--- config.mk ---
export PLATFORM = sky130hd
export DESIGN_NAME = dircc_avalon_st_packet_receiver
export DESIGN_NICKNAME = d
export VERILOG_FILES = /design/src/rtl/dircc_types_pkg.sv /design/src/rtl/dircc_avalon_st_packet_receiver.sv
export SDC_FILE = /design/constraint.sdc
export NUM_CORES = 1
export LEC_CHECK = 0
export ABC_AREA = 1
export CAP_MARGIN = 20
export CORE_MARGIN = 1.5
export CORE_UTILIZATION = 35
export CTS_BUF_LIST = sky130_fd_sc_hd__clkbuf_4
export CTS_CLUSTER_DIAMETER = 50
export DETAILED_ROUTE_END_ITERATION = 10
export HOLD_SLACK_MARGIN = 0.06
export PLACE_DENSITY_LB_ADDON = 0.05
export SETUP_SLACK_MARGIN = 0.5
export SLEW_MARGIN = 20
export SYNTH_ARGS = -nofsm -noshare
export SYNTH_HDL_FRONTEND = slang
export SYNTH_SLANG_ARGS = --single-unit
--- constraint.sdc ---
create_clock -name clk -period 7.85 [get_ports clk]
set_input_delay 1.1775 -clock clk [delete_from_list [all_inputs] [get_ports clk]]
set_output_delay 1.1775 -clock clk [all_outputs]
set_load 0.02 [all_outputs]
--- src/rtl/dircc_types_pkg.sv ---
// DiRCC packet types shared by the Avalon-ST packet receiver and its consumers.
package dircc_types_pkg;

    typedef enum logic {
        FALSE = 1'b0,
        TRUE  = 1'b1
    } bool;

    typedef struct packed {
        logic [31:0] hw_addr;
        logic [15:0] sw_addr;
        logic [3:0]  port;
        logic [3:0]  flag;
    } address_t;

    typedef struct packed {
        address_t    dest_addr;
        address_t    src_addr;
        logic [31:0] lamport;
        logic [95:0] data;
    } packet_t;

    localparam int PACKET_WORDS = 8;

    typedef enum logic [1:0] {
        RX_IDLE = 2'd0,
        RX_RECV = 2'd1,
        RX_DONE = 2'd2
    } rx_state_e;

endpackage

--- src/rtl/dircc_avalon_st_packet_receiver.sv ---
// Avalon-ST sink assembling one 8-word DiRCC packet and holding it until acknowledged.
// Optional DIRCC_RX_ERROR_STATS_EN adds rx_error / rx_error_count framing-error outputs.
module dircc_avalon_st_packet_receiver
    import dircc_types_pkg::*;
#(
    parameter int DATA_WIDTH  = 32,
    parameter int EMPTY_WIDTH = 2
) (
    input  logic                    clk,
    input  logic                    reset,
`ifdef DIRCC_RX_ERROR_STATS_EN
    output logic                    rx_error,
    output logic [7:0]              rx_error_count,
`endif
    input  logic [DATA_WIDTH-1:0]   in_data,
    input  logic                    in_valid,
    output logic                    in_ready,
    input  logic                    in_startofpacket,
    input  logic                    in_endofpacket,
    input  logic [EMPTY_WIDTH-1:0]  in_empty,
    output logic [239:0]            packet_data,
    output logic                    receive_done,
    output logic                    receive_nearly_done,
    input  logic                    receive_ack
);

    localparam logic [2:0] LAST_IDX = 3'(PACKET_WORDS - 1);

    rx_state_e   state_q, state_d;
    logic [2:0]  idx_q, idx_d;
    packet_t     packet_q, packet_d;
    logic        beat;
    logic        wr_en;
    logic [2:0]  wr_idx;
    logic        err_d;
    logic [31:0] word;

    assign word = in_data[31:0];
    assign beat = in_valid & in_ready;

    always_ff @(posedge clk or posedge reset) begin
        if (reset) begin
            state_q  <= RX_IDLE;
            idx_q    <= 3'd0;
            packet_q <= '0;
        end else begin
            state_q  <= state_d;
            idx_q    <= idx_d;
            packet_q <= packet_d;
        end
    end

    // SOP takes priority over everything so a restarted packet always re-anchors at word 0.
    always_comb begin
        state_d = state_q;
        idx_d   = idx_q;
        wr_en   = 1'b0;
        wr_idx  = idx_q;
        err_d   = 1'b0;
        case (state_q)
            RX_IDLE: begin
                if (beat) begin
                    if (in_startofpacket) begin
                        wr_en   = 1'b1;
                        wr_idx  = 3'd0;
                        idx_d   = 3'd1;
                        state_d = RX_RECV;
                    end else begin
                        err_d = 1'b1;
                    end
                end
            end
            RX_RECV: begin
                if (beat) begin
                    if (in_startofpacket) begin
                        wr_en  = 1'b1;
                        wr_idx = 3'd0;
                        idx_d  = 3'd1;
                        err_d  = 1'b1;
                    end else if (idx_q == LAST_IDX) begin
                        wr_en   = 1'b1;
                        idx_d   = 3'd0;
                        state_d = RX_DONE;
                    end else if (in_endofpacket) begin
                        idx_d   = 3'd0;
                        err_d   = 1'b1;
                        state_d = RX_IDLE;
                    end else begin
                        wr_en = 1'b1;
                        idx_d = idx_q + 3'd1;
                    end
                end
            end
            RX_DONE: begin
                if (receive_ack) begin
                    state_d = RX_IDLE;
                end
            end
            default: begin
                state_d = RX_IDLE;
                idx_d   = 3'd0;
            end
        endcase
    end

    always_comb begin
        packet_d = packet_q;
        if (wr_en) begin
            case (wr_idx)
                3'd0: packet_d.dest_addr.hw_addr = word;
                3'd1: begin
                    packet_d.dest_addr.sw_addr = word[31:16];
                    packet_d.dest_addr.port    = word[15:12];
                    packet_d.dest_addr.flag    = word[11:8];
                end
                3'd2: packet_d.src_addr.hw_addr = word;
                3'd3: begin
                    packet_d.src_addr.sw_addr = word[31:16];
                    packet_d.src_addr.port    = word[15:12];
                    packet_d.src_addr.flag    = word[11:8];
                end
                3'd4: packet_d.lamport       = word;
                3'd5: packet_d.data[31:0]    = word;
                3'd6: packet_d.data[63:32]   = word;
                default: packet_d.data[95:64] = word;
            endcase
        end
    end

    always_comb begin
        in_ready            = ~reset & (state_q != RX_DONE);
        receive_done        = (state_q == RX_DONE);
        receive_nearly_done = (state_q == RX_RECV) && (idx_q == LAST_IDX);
        packet_data         = packet_q;
    end

`ifdef DIRCC_RX_ERROR_STATS_EN
    logic       rx_error_q;
    logic [7:0] rx_error_count_q;

    always_ff @(posedge clk or posedge reset) begin
        if (reset) begin
            rx_error_q       <= 1'b0;
            rx_error_count_q <= 8'd0;
        end else begin
            rx_error_q <= err_d;
            if (err_d && (rx_error_count_q != 8'hFF)) begin
                rx_error_count_q <= rx_error_count_q + 8'd1;
            end
        end
    end

    assign rx_error       = rx_error_q;
    assign rx_error_count = rx_error_count_q;
`else
    logic unused_err;
    assign unused_err = err_d;
`endif

    logic unused_empty;
    assign unused_empty = ^in_empty;

endmodule

==> results by group <==
Critical path
  • CP startpoint: reset
  • Startpoint types: input pin
  • Worst EP arrival: a little under 5 ns
  • Critical path fanouts, max: roughly 180
  • Setup CP Type: input pin to register
  • Worst R2R Setup Slack: 4.43 ns
  • Crit. End Element: register
  • Critical Path RT: 8.39 ns
  • RR Endpoint: packet_data[22]
  • FF-to-FF path depth: 13
  • Worst Setup EP: packet_data[22]
  • Reg2reg start: idx_q[1]

Clock tree
  • CTS buffer count: 71
  • Clock net sink count: 245
  • Post-CTS Resized: 0
  • CTS tree: done
  • H-tree depth: 3
  • CTS root buffer: clkbuf_4
  • Hold_buf cts: 0
  • Clk Latency, worst-skew pair: 0.64 ns
  • Postcts setup bufs: 0
  • CTS Buffer Depth: 3
  • CTS clk-pin slew, worst paths: around 0.060 ns

Floorplanning
  • Initial Util: between 30% and 40%
  • Core ar.: 29700 µm²
  • IO Count: about 280
  • Core Rows: 63
  • Vert. Die Dim: roughly 180 µm
  • Die ar.: 31400 µm²
  • Die Width: 177 µm

Cells and area
  • Share of cells above drive strength 1: between 9 and 10%
  • Area Overhead vs Synth: 35.6%
  • Nets: about 1500
  • Post-layout util: 48.5%

Drt
  • Drt total wl: 36.2 mm
  • DRC viols: 0
  • Pre-antenna DRT Iters: 5
  • Vias post-DR: 9232
  • Drt wl/cell: approximately 19 µm
  • Detailed Route Iter0 Violations: 658
  • Final ANT Viol Nets: 0
  • Via density: between 4 and 5

Logic synthesis
  • Dominant synthesized flop cell: dfrtp_1
  • Share of the synthesized area in the top cell type: 57.7%
  • Top post-synthesis cells by area: dfrtp_1, nand2_1, nand3_1, o21bai_1, inv_1
  • Count leader, synth: nand2_1
  • Gate Count Post-Synth: 1225
  • Mapped Nets: 1267
  • FF+latch count, synth: around 250
  • Post-synth top area cell: dfrtp_1
  • Seq/Total Area, Yosys: 57.7%
  • Yosys warning count: 0
  • Post-synth EDFFs: 0
  • Ys async rst share: 100%
  • Post-synth top cells: nand2_1, dfrtp_1, nand3_1
  • Library cells used by synthesis: 26
  • Netlist Area Pre-Place: 10600 µm²
  • Synthesized area per cell: 8.67 µm²

Outcome
  • Status: finished, final reports clean

STA
  • Setup Skew: 0.0272 ns
  • Worst slew pin tran: roughly 1 ns
  • Final period util: 55.7%
  • Endpoints failing setup: 0
  • RSZ-0062 raised after global routing: false
  • Final Hold Fails: 0
  • Fmax: ~0.23 GHz
  • Hold Slack: 0.466 ns
  • Final slew viol count: 0
  • Setup TNS: 0 ns
  • Slew headroom: 33.4%
  • Min Tclk post-route: 4.37 ns

Pwr
  • Pwr Density: 314 nW/µm²
  • Worst vdd ir: 0.174 mV
  • Leakage: 7.19 nW

GRT
  • First-pass GRT wire length: approximately 55 mm
  • Largest net degree at the start of global routing: 178
  • Total GRT Usage: 23.1%
  • GRT Residual Overflow: 0
  • Vias in the first global route: around 9100
  • Initial antenna violation count: 1

Run
  • Max Cap Viol: 0

Hold path
  • Min-Delay Path Class: register to register
  • Worst hold path depth: 2

Place
  • Final HPWL DP: 21.6 mm
  • Placer Congestion: a little under 0.8
  • Buffers on Ports: 280
[how the worst min path moves through the flow]
stage,startpoint,to
detailed placement,packet_data[1],packet_data[1]
global route,packet_data[81],packet_data[81]
finish,packet_data[54],packet_data[54]
global placement,packet_data[84],packet_data[84]
floorplan,idx_q[2],idx_q[2]
CTS,packet_data[52],packet_data[52]
[sequential cells by signal, summed over array words and instances, names as in the netlist]
name / count
idx_q: 3
state_q: 2
packet_data: 240
[worst max-delay path, stage by stage]
cell	delay (ns)
clkdlybuf4s50_1	0.46
clkinvlp_4	0.12
buf_12	0.67
nand4_1	0.24
clkinv_1	0.09
nand2_1	0.12
nor2_4	0.68
buf_4	0.60
nand2_1	0.19
buf_4	0.29
nand2_1	0.11
nand2_1	0.06
[report_power, final]
group / internal, mW / switching [mW] / total, mW
combinational: 0.677 / 0.968 / 1.65
clock: 0.633 / 0.544 / 1.18
sequential: 1.53 / 0.168 / 1.70
total: 2.84 / 1.68 / 4.53
[cell type report]
type	count	area, µm²
flip-flops and latches	245	6130
well taps	390	488
fillers	2888	15300
diodes	2	5.00
repair buffers	294	2920
clock inverters	13	75.1
clock buffers	104	781
inverters	98	372
multi-input cells	776	3630
[logic make-up (layout without fill, tap and decap cells)]
| logic type | after synthesis | in the layout | synth area share [%] |
|---|---|---|---|
| buffers and inverters | 204 | 509 | 8.35 |
| DFF | 245 | 245 | 57.7 |
| adders and majority gates | 2 | 2 | 0.236 |
| other | 0 | 2 | 0 |
| and+or+nand+nor | 684 | 684 | 27.5 |
| AOI/OAI and AO/OA | 90 | 90 | 6.17 |
[layer usage]
metal / global-route usage, % / part of all wire [%] / up-vias / wire (µm)
met2: 34.3 / 45 / 315 / 16200
met1: 32.2 / 45 / 4437 / 16300
met4: 6.89 / 1.6 / 0 / 573
li1: - / - / 4443 / -
met5: 0 / 0 / - / 0
met3: 7.39 / 8.6 / 37 / 3130
[cell usage in the layout (no fill, tap or decap), drive strengths merged]
cell type and n:
nand2 421, clkdlybuf4s50 280, nand3 247, dfrtp 245
clkbuf 104, inv 99, o21bai 80, buf 14
nor2 12, clkinv 10, o21ai 8, diode 2
ha 2, nand4 2, clkinvlp 1, a21oi 1
nor3 1, o22ai 1, nor4 1, bufinv 1
[per-stage QoR]
stage / power, mW / instance area, µm² / setup slack, ns / cells
final: 4.53 / 14400 / 3.48 / 1922
after global routing: 4.81 / 14400 / 3.11 / 1922
after floorplan: 2.60 / 10600 / 1.31 / 1225
after global placement: 3.37 / 13500 / 2.69 / 1803
after CTS: 4.59 / 14400 / 3.41 / 1920
after detailed placement: 3.38 / 13500 / 2.71 / 1803
No activity file was read; power rests on OpenSTA's default activity.
